<file path="src/rtl/aurora_bus_engine.sv">
// aurora_bus_engine: round-robin burst engine for the parallel cPCI/DSP bus.
// Arbitrates W1/W2/R1/R2 requests and moves fixed-length bursts between local TX/RX streams and the bus.
module aurora_bus_engine #(
   parameter int BURST_LEN   = 256,
   parameter int ACK_TIMEOUT = 1024
) (
   input  logic        clk_in,
   input  logic        rst,
   input  logic        req_w_in_1,
   input  logic        req_w_in_2,
   input  logic        req_r_in_1,
   input  logic        req_r_in_2,
   input  logic        ack_in,
   input  logic        s_rdy_in,
   input  logic        abort_in,
   input  logic [31:0] adi_in,
   output logic [31:0] ado_in,
   output logic        ad_enable_in,
   output logic        we_in,
   output logic        stb_in,
   output logic        m_rdy_in,
   input  logic [31:0] tx_data_1,
   input  logic [31:0] tx_data_2,
   input  logic        tx_valid_1,
   input  logic        tx_valid_2,
   output logic        tx_ready_1,
   output logic        tx_ready_2,
   output logic [31:0] rx_data,
   output logic        rx_chan,
   output logic        rx_valid,
   input  logic        rx_ready,
   output logic        busy,
   output logic        burst_done,
   output logic        err_abort,
   output logic        err_timeout
);
   localparam int TW = ACK_TIMEOUT > 1 ? $clog2(ACK_TIMEOUT) : 1;
   typedef enum logic [2:0] {IDLE, ADDR, WAIT_ACK, TURN, WDATA, RDATA, DONE, ERR} state_t;
   state_t state;
   logic [3:0] req;
   logic [1:0] code, ptr, gnt;
   logic gnt_ok, wdata, rdata, xfer, last;
   logic ad_en, stb, we, bsy, done, e_ab, e_to;
   logic [15:0] cnt;
   logic [TW-1:0] to_cnt;
   logic [31:0] addr_word;
   assign req = {req_r_in_2, req_r_in_1, req_w_in_2, req_w_in_1};
   assign wdata = state == WDATA;
   assign rdata = state == RDATA;
   assign m_rdy_in = wdata ? (code[0] ? tx_valid_2 : tx_valid_1) : rdata & rx_ready;
   assign xfer = m_rdy_in & s_rdy_in & ~abort_in;
   assign last = cnt == 16'(BURST_LEN - 1);
   assign ado_in = wdata ? (code[0] ? tx_data_2 : tx_data_1) : ad_en ? addr_word : '0;
   assign ad_enable_in = ad_en;
   assign we_in = we;
   assign stb_in = stb;
   assign busy = bsy;
   assign burst_done = done;
   assign err_abort = e_ab;
   assign err_timeout = e_to;
   assign tx_ready_1 = wdata & xfer & ~code[0];
   assign tx_ready_2 = wdata & xfer & code[0];
   assign rx_valid = rdata & xfer;
   assign rx_data = rx_valid ? adi_in : '0;
   assign rx_chan = rdata & code[0];
   // lowest offset from the round-robin pointer wins
   always_comb begin
      gnt_ok = 1'b0;
      gnt = ptr;
      for (int k = 3; k >= 0; k--)
         if (req[ptr + 2'(k)]) begin
            gnt_ok = 1'b1;
            gnt = ptr + 2'(k);
         end
   end
   always_ff @(posedge clk_in or posedge rst)
      if (rst) begin
         state <= IDLE;
         ptr <= '0;
         code <= '0;
         cnt <= '0;
         to_cnt <= '0;
         addr_word <= '0;
         ad_en <= 1'b0;
         stb <= 1'b0;
         we <= 1'b0;
         bsy <= 1'b0;
         done <= 1'b0;
         e_ab <= 1'b0;
         e_to <= 1'b0;
      end else begin
         stb <= 1'b0;
         done <= 1'b0;
         e_ab <= 1'b0;
         e_to <= 1'b0;
         // abort outranks ACK and completion in every post-address state
         if (abort_in && (state inside {WAIT_ACK, TURN, WDATA, RDATA})) begin
            state <= ERR;
            e_ab <= 1'b1;
            ad_en <= 1'b0;
            we <= 1'b0;
         end else
            case (state)
               IDLE:
                  if (gnt_ok) begin
                     state <= ADDR;
                     code <= gnt;
                     ptr <= gnt + 2'd1;
                     addr_word <= {gnt, 14'b0, 16'(BURST_LEN)};
                     stb <= 1'b1;
                     ad_en <= 1'b1;
                     we <= ~gnt[1];
                     bsy <= 1'b1;
                  end
               ADDR: begin
                  state <= WAIT_ACK;
                  ad_en <= we;
                  cnt <= '0;
                  to_cnt <= '0;
               end
               WAIT_ACK:
                  if (ack_in)
                     state <= we ? WDATA : TURN;
                  else if (to_cnt == TW'(ACK_TIMEOUT - 1)) begin
                     state <= ERR;
                     e_to <= 1'b1;
                     ad_en <= 1'b0;
                     we <= 1'b0;
                  end else
                     to_cnt <= to_cnt + 1'b1;
               TURN: state <= RDATA;
               WDATA, RDATA:
                  if (xfer) begin
                     cnt <= cnt + 16'd1;
                     if (last) begin
                        state <= DONE;
                        done <= 1'b1;
                        ad_en <= 1'b0;
                        we <= 1'b0;
                     end
                  end
               DONE, ERR: begin
                  state <= IDLE;
                  bsy <= 1'b0;
               end
               default: state <= IDLE;
            endcase
      end
endmodule

</file>
<file path="config.mk">
export PLATFORM = sky130hd
export DESIGN_NAME = aurora_bus_engine
export DESIGN_NICKNAME = d
export VERILOG_FILES = /design/src/rtl/aurora_bus_engine.sv
export SDC_FILE = /design/constraint.sdc
export NUM_CORES = 1
export LEC_CHECK = 0
export BUFFER_PORTS_ARGS = -buffer_cell sky130_fd_sc_hd__buf_2
export CAP_MARGIN = 15
export CORE_UTILIZATION = 48
export DETAILED_ROUTE_END_ITERATION = 16
export PLACE_DENSITY_LB_ADDON = 0.08
export SLEW_MARGIN = 20
export SYNTH_ARGS = -nofsm -noshare
export SYNTH_HDL_FRONTEND = slang
export SYNTH_SLANG_ARGS = --single-unit
</file>
<file path="constraint.sdc">
create_clock -name clk_in -period 5.7 [get_ports clk_in]
set_input_delay 1.14 -clock clk_in [delete_from_list [all_inputs] [get_ports clk_in]]
set_output_delay 1.14 -clock clk_in [all_outputs]
set_load 0.01 [all_outputs]
</file>
==> impl_metrics.csv, run 1 <==
group,metric,value,unit
yosys,synth_area_leaders,"dfrtp_1 33%, mux2i_1 11%, and2_1 7.0%, nor2_1 5.8%, o21ai_0 5.6%",
global_routing,grt_max_degree,42,
yosys,syn_avg_cell_area,8.09,sq um
power_and_ir_drop,power.leakage,2.21,nW
yosys,yosysSeqAreaShare,33.0,%
place,dp_slack,1.97,ns
sta,post-route-period-util,68.1,%
cts,root_buffer,"clkbuf_8",
yosys,synth.distinct_cells,53,
job,cap_violations,0,
hold_path,min_path_type,"flip-flop to flip-flop",
yosys,synth_edf_count,0,
yosys,synth_top_area_cell,"dfrtp_1",
cts,clkTransAtPathRegs,0.07,ns
detailed_routing,firstDrtPassIters,5,
place,io_buffers,183,
sta,fin_crit,3.88,ns
detailed_routing,detail-route-antenna-nets,0,
worst_setup_path,path_max_fanout,34,
worst_setup_path,cp-endpoint,"rx_data[23]",
global_routing,gr-total-overflow,0,
die,core_area,6100,sq um
die,die_w,82.5,microns
final_layout,areaGrowthSynthToFinish,33.7,%
worst_setup_path,crit_required,4.56,ns
sta,rsz0062_at_grt,"no",
global_routing,grt_pass1_vias,3003,
yosys,syn_inst,385,
cts,cts_resized,0,
detailed_routing,drt-vias-per-instance,5.49,
die,design.die.area,6810,sq um
cts,hold_buffers,0,
sta,worst_slack,1.82,ns
detailed_routing,wl_per_cell,14.7,microns
sta,hold_viol,0,
sta,relSlewSlack,40.5,%
place,dp_hpwl,7230,microns
worst_setup_path,critPathLaunch,"addr_word[30]",
cts,insertion_delay,0.30,ns
global_routing,globalRouteTotalUtil,26.5,%
yosys,yosys_warnings,0,
sta,final_max_slew_viol_count,0,
place,place_congestion,0.870,
worst_setup_path,rrSetupSlack,3.17,ns
worst_setup_path,r2r_start,"state[0]",
yosys,synth_seq_cells,41,
cts,cts.sinks,41,
sta,tightest_slew,0.892,ns
power_and_ir_drop,p_per_area,338,nW/um^2
detailed_routing,drt_iter0_drc,229,
yosys,ys.flop_type,"dfrtp_1",
detailed_routing,routed_wl,9270,microns
detailed_routing,vias,3461,
cts,h-tree-depth,2,
worst_setup_path,rr_endpoint,"cnt[10]",
die,io_pins,184,
cts,cts_buffers,5,
worst_setup_path,worstSetupPathType,"flip-flop to primary output",
cts,cts_tree,"yes",
cts,post_cts_buffers,0,
sta,setup-violations-final,0,
worst_setup_path,crit_arrival,2.74,ns
status,status,"complete, no violations",
final_layout,layout-drive-gt1-share,36.9,%
die,start_util,51.1,%
sta,fin_skew,0.0138,ns
global_routing,grt_pass1_wl,13600,microns
final_layout,nNetsFinal,664,
yosys,synth_area,3110,sq um
worst_setup_path,startpoint_type,"flip-flop",
die,die_h,82.5,microns
global_routing,antenna_found_initial,0,
final_layout,antennaDiodeCount,0,
yosys,yosysTopAreaCellShare,33.0,%
sta,timing.fmax,258,MHz
detailed_routing,drc,0,
worst_setup_path,endpoint_kind,"primary output",
yosys,synth_nets,495,
power_and_ir_drop,vdd_drop_max,249,uV
sta,hold_slack,0.469,ns
worst_setup_path,reg2reg_depth,6,
cts,clk_path_buf_depth,2,
sta,setup_tns,0,ns
yosys,async_flop_share,100,%
die,num_rows,28,
==> area by class of cell <==
| cell class | count | area (sq um) |
|---|---|---|
| Inverter | 12 | 45.0 |
| Timing Repair Buffer | 186 | 938 |
| Clock buffer | 7 | 86.3 |
| Fill cell | 515 | 1930 |
| Tap cell | 75 | 93.8 |
| Clock inverter | 1 | 30.0 |
| Multi-Input combinational cell | 308 | 1940 |
| Sequential cell | 41 | 1030 |
==> how the worst min path moves through the flow <==
stage                      start  cells past startpoint           end  slack, ns
floorplan           addr_word[8]                      1  addr_word[8]       0.44
global placement    addr_word[8]                      1  addr_word[8]       0.46
detailed placement  addr_word[8]                      1  addr_word[8]       0.45
CTS                 addr_word[8]                      1  addr_word[8]       0.47
global route        addr_word[8]                      1  addr_word[8]       0.51
finish              addr_word[8]                      1  addr_word[8]       0.47
==> per-layer routing <==
metal,part of all wire [%],vias up,track usage (%)
li1,-,1717,-
met5,0,-,0
met1,39,1558,30.6
met2,53,179,49.7
met3,8.4,7,5.38
met4,0.55,0,6.55
==> registers in the layout (all words and copies together) (netlist names) <==
register,count
ptr,2
cnt,16
we_in,1
stb_in,1
burst_done,1
ad_enable_in,1
err_abort,1
err_timeout,1
to_cnt,10
busy,1
state,3
addr_word,3
==> placed cells by master, fill, tap and decap left out, drive strengths merged, types with 2 or more instances in the layout <==
master / count
a21oi: 17
a31oi: 2
a41oi: 3
and2: 35
and3: 9
and4: 3
buf: 186
clkbuf: 7
dfrtp: 41
ha: 2
inv: 12
mux2: 2
mux2i: 33
nand2: 27
nand2b: 3
nand3: 14
nand4: 5
nor2: 48
nor2b: 4
nor3: 9
nor3b: 2
o211ai: 5
o21a: 4
o21ai: 35
o22ai: 4
o31ai: 4
o41ai: 2
or3: 8
or4: 7
xnor2: 2
xor2: 2
==> Yosys cell counts (7+ instances only) <==
cell      instances
a21oi_1          17
and2_1           35
and3_1            9
buf_2             8
clkbuf_1         11
dfrtp_1          41
inv_1            12
mux2i_1          33
nand2_1          27
nand3_1          14
nor2_1           48
nor3_1            9
o21ai_0          35
or3_1             8
or4_1             7
==> logic make-up (layout without fill, tap and decap cells) <==
| kind of cell | after synthesis | count (layout) | synth area share [%] |
|---|---|---|---|
| and+or+nand+nor | 179 | 179 | 30.1 |
| AOI/OAI and AO/OA | 88 | 88 | 18.9 |
| DFF | 41 | 41 | 33.0 |
| buffers and inverters | 36 | 206 | 4.78 |
| muxes | 35 | 35 | 11.3 |
| xor gates and xnor gates | 4 | 4 | 1.13 |
| adders and majority gates | 2 | 2 | 0.804 |
==> critical path, stage by stage, from the launching register on <==
cell and delay, ns:
dfrtp_2 0.95, mux2_2 0.44, a21o_1 0.21, nand2_1 0.22
nor2_1 0.08, buf_4 0.22, and2_1 0.18, buf_2 0.13
==> per-stage QoR <==
step	total power, mW	instance area, sq um	util (%)	cells
after detailed placement	1.17	4050	66.4	622
after floorplan	0.967	3110	-	385
final	1.41	4160	68.3	630
after CTS	1.41	4160	68.3	630
after global placement	1.16	4040	66.3	622
after global routing	1.52	4160	68.3	630
==> report_power, final <==
part	total (mW)	switching, mW	internal [mW]
Sequential	0.487	0.138	0.349
Combinational	0.679	0.371	0.308
Clock	0.240	0.0969	0.143
Note: power is estimated with default switching activity, not from simulation.
==> run 2, diff against run 1 <==
Settings changed: CORE_UTILIZATION 48 to 40.
Clock period 5.7 ns to 3.2 ns, I/O delays scaled along.
==> run 2 against run 1 <==
  * Design area up 1.1%
  * Final cell count up 4.9%
  * Count of clock-buffer cells in the layout down 2
  * Clock skew down 0.0050 ns
  * Routed wire length up 3.2%
  * Combinational power up 110%
  * Non-clock buffer count up 6
  * Die area up 20%
  * Utilization down 11 points
  * Highest routed layer unchanged
==> impl_metrics.csv, run 2 (same netlist as run 1, synthesis figures left out) <==
group,metric,value,unit
final_layout,areaGrowthSynthToFinish,35.1,%
worst_setup_path,path_max_fanout,33,
die,design.die.area,8140,sq um
power_and_ir_drop,switching_share,44.9,%
place,place_congestion,0.816,
cts,clkTransAtPathRegs,0.08,ns
final_layout,regMostFlops,"cnt",
die,num_rows,31,
final_layout,post-route-util,57.1,%
detailed_routing,wl_per_cell,14.5,microns
detailed_routing,drt_iter0_drc,207,
global_routing,grt_max_degree,42,
global_routing,gr-total-overflow,0,
sta,setup_tns,0,ns
worst_setup_path,crit_required,2.56,ns
detailed_routing,routed_wl,9560,microns
sta,hold_slack,0.454,ns
sta,timing.fmax,360,MHz
global_routing,globalRouteTotalUtil,23.3,%
cts,insertion_delay,0.30,ns
global_routing,antenna_found_initial,1,
worst_setup_path,endpoint_kind,"primary output",
cts,cts_buffers,5,
cts,cts_resized,0,
place,io_buffers,183,
power_and_ir_drop,power.leakage,2.22,nW
global_routing,grt_pass1_wl,15400,microns
sta,post-route-period-util,86.9,%
final_layout,fillers,732,
die,die_w,90.2,microns
detailed_routing,firstDrtPassIters,4,
detailed_routing,detail-route-antenna-nets,0,
cts,hold_buffers,0,
cts,h-tree-depth,2,
die,die_h,90.2,microns
sta,relSlewSlack,58.4,%
power_and_ir_drop,finalPower,2.47,mW
power_and_ir_drop,vdd_drop_max,272,uV
die,io_pins,184,
cts,root_buffer,"clkbuf_8",
detailed_routing,vias,3468,
cts,clk_path_buf_depth,2,
power_and_ir_drop,p_per_area,587,nW/um^2
die,core_area,7370,sq um
hold_path,min_path_type,"input pin to async pin",
cts,cts.sinks,41,
final_layout,seqCellArea,1030,sq um
sta,rsz0062_at_grt,"no",
power_and_ir_drop,power_frac_comb,57.2,%
die,start_util,42.2,%
power_and_ir_drop,net-switching-power,1.11,mW
place,dp_cells,652,
cts,cts_tree,"yes",
power_and_ir_drop,clockPowerShare,13.7,%
final_layout,largest_reg_flops,16,
final_layout,nNetsFinal,670,
final_layout,mostFrequentLayoutCells,"183 x buf_2, 48 x nor2_1, 40 x dfrtp_1",
status,status,"complete, no violations",
sta,hold_viol,0,
place,dp_hpwl,7490,microns
worst_setup_path,startpoint_type,"flip-flop",
final_layout,layout-drive-gt1-share,37.6,%
job,cap_violations,0,
cts,post_cts_buffers,0,
detailed_routing,drt-vias-per-instance,5.25,
sta,final_max_slew_viol_count,0,
sta,tightest_slew,0.623,ns
final_layout,final_cells,661,
final_layout,final_common_cell,"buf_2",
worst_setup_path,worstSetupPathType,"flip-flop to primary output",
worst_setup_path,crit_arrival,2.14,ns
final_layout,multiInputGateArea,1940,sq um
final_layout,largestRegisters,"cnt (16), to_cnt (10)",
detailed_routing,drc,0,
sta,setup-violations-final,0,
sta,fin_skew,0.00880,ns
power_and_ir_drop,pwr-share-seq,29.1,%
sta,fin_crit,2.78,ns
power_and_ir_drop,internal_power,1.36,mW
global_routing,grt_pass1_vias,3148,
==> run 2: changes by cell type in the layout (fill, tap and decap cells not counted) <==
| cell | before | now |
|---|---|---|
| bufinv_16 | 1 | 0 |
| clkinv_2 | 0 | 2 |
| diode_2 | 0 | 1 |
| clkinvlp_4 | 0 | 1 |
| clkbuf_1 | 1 | 0 |
| clkbuf_8 | 6 | 5 |
| nand2b_2 | 1 | 0 |
| buf_4 | 3 | 9 |
| nand2b_1 | 2 | 3 |
==> run 2: layout make-up <==
cell class	count	share of cell area, %
inverters	12	1.07
clock inverters	3	0.416
clock buffers	5	1.64
well taps	99	2.94
repair buffers	192	23.4
flip-flops and latches	41	24.4
diodes	1	0.0595
multi-input cells	308	46.1
==> run 2: stage by stage <==
step | instance area, sq um | setup slack, ns
after global placement | 4120 | 0.519
after CTS | 4200 | 0.414
after floorplan | 3110 | 0.727
final | 4210 | 0.420
after global routing | 4210 | 0.254
after detailed placement | 4120 | 0.479
==> run 2: critical path: stages, from the launching register on <==
cell     delay, ns
dfrtp_1       0.40
nor3b_2       0.32
a21o_1        0.22
nand2_1       0.20
nor2_1        0.16
buf_4         0.26
and2_1        0.16
buf_2         0.13
==> run 2: power groups by stage <==
stage	clock, mW	combinational (mW)	sequential [mW]
after CTS	0.347	1.42	0.717
after floorplan	0	1.01	0.710
after global placement	0	1.40	0.725
after global routing	0.369	1.57	0.734
after detailed placement	0	1.41	0.728
final	0.338	1.41	0.717
==> run 2: path summary, 6_finish.rpt <==
kind | start | endpoint | slack (ns) | cells past startpoint
worst max-delay path | state[1] | rx_data[2] | 0.42 | 7
worst min-delay path | rst | to_cnt[4] | 0.45 | 3
worst max register to register | state[1] | cnt[10] | 1.02 | 7
worst min register to register | addr_word[8] | addr_word[8] | 0.47 | 1
max in group asynchronous | rst | addr_word[30] | 2.34 | 3
min in group clk_in | addr_word[8] | addr_word[8] | 0.47 | 1
==> run 2: metal layers <==
metal	vias up	routed length (microns)	track usage [%]
met4	0	86	5.24
li1	1732	-	-
met5	-	0	0
met1	1570	4040	28.8
met3	12	675	5.25
met2	154	4760	41.1
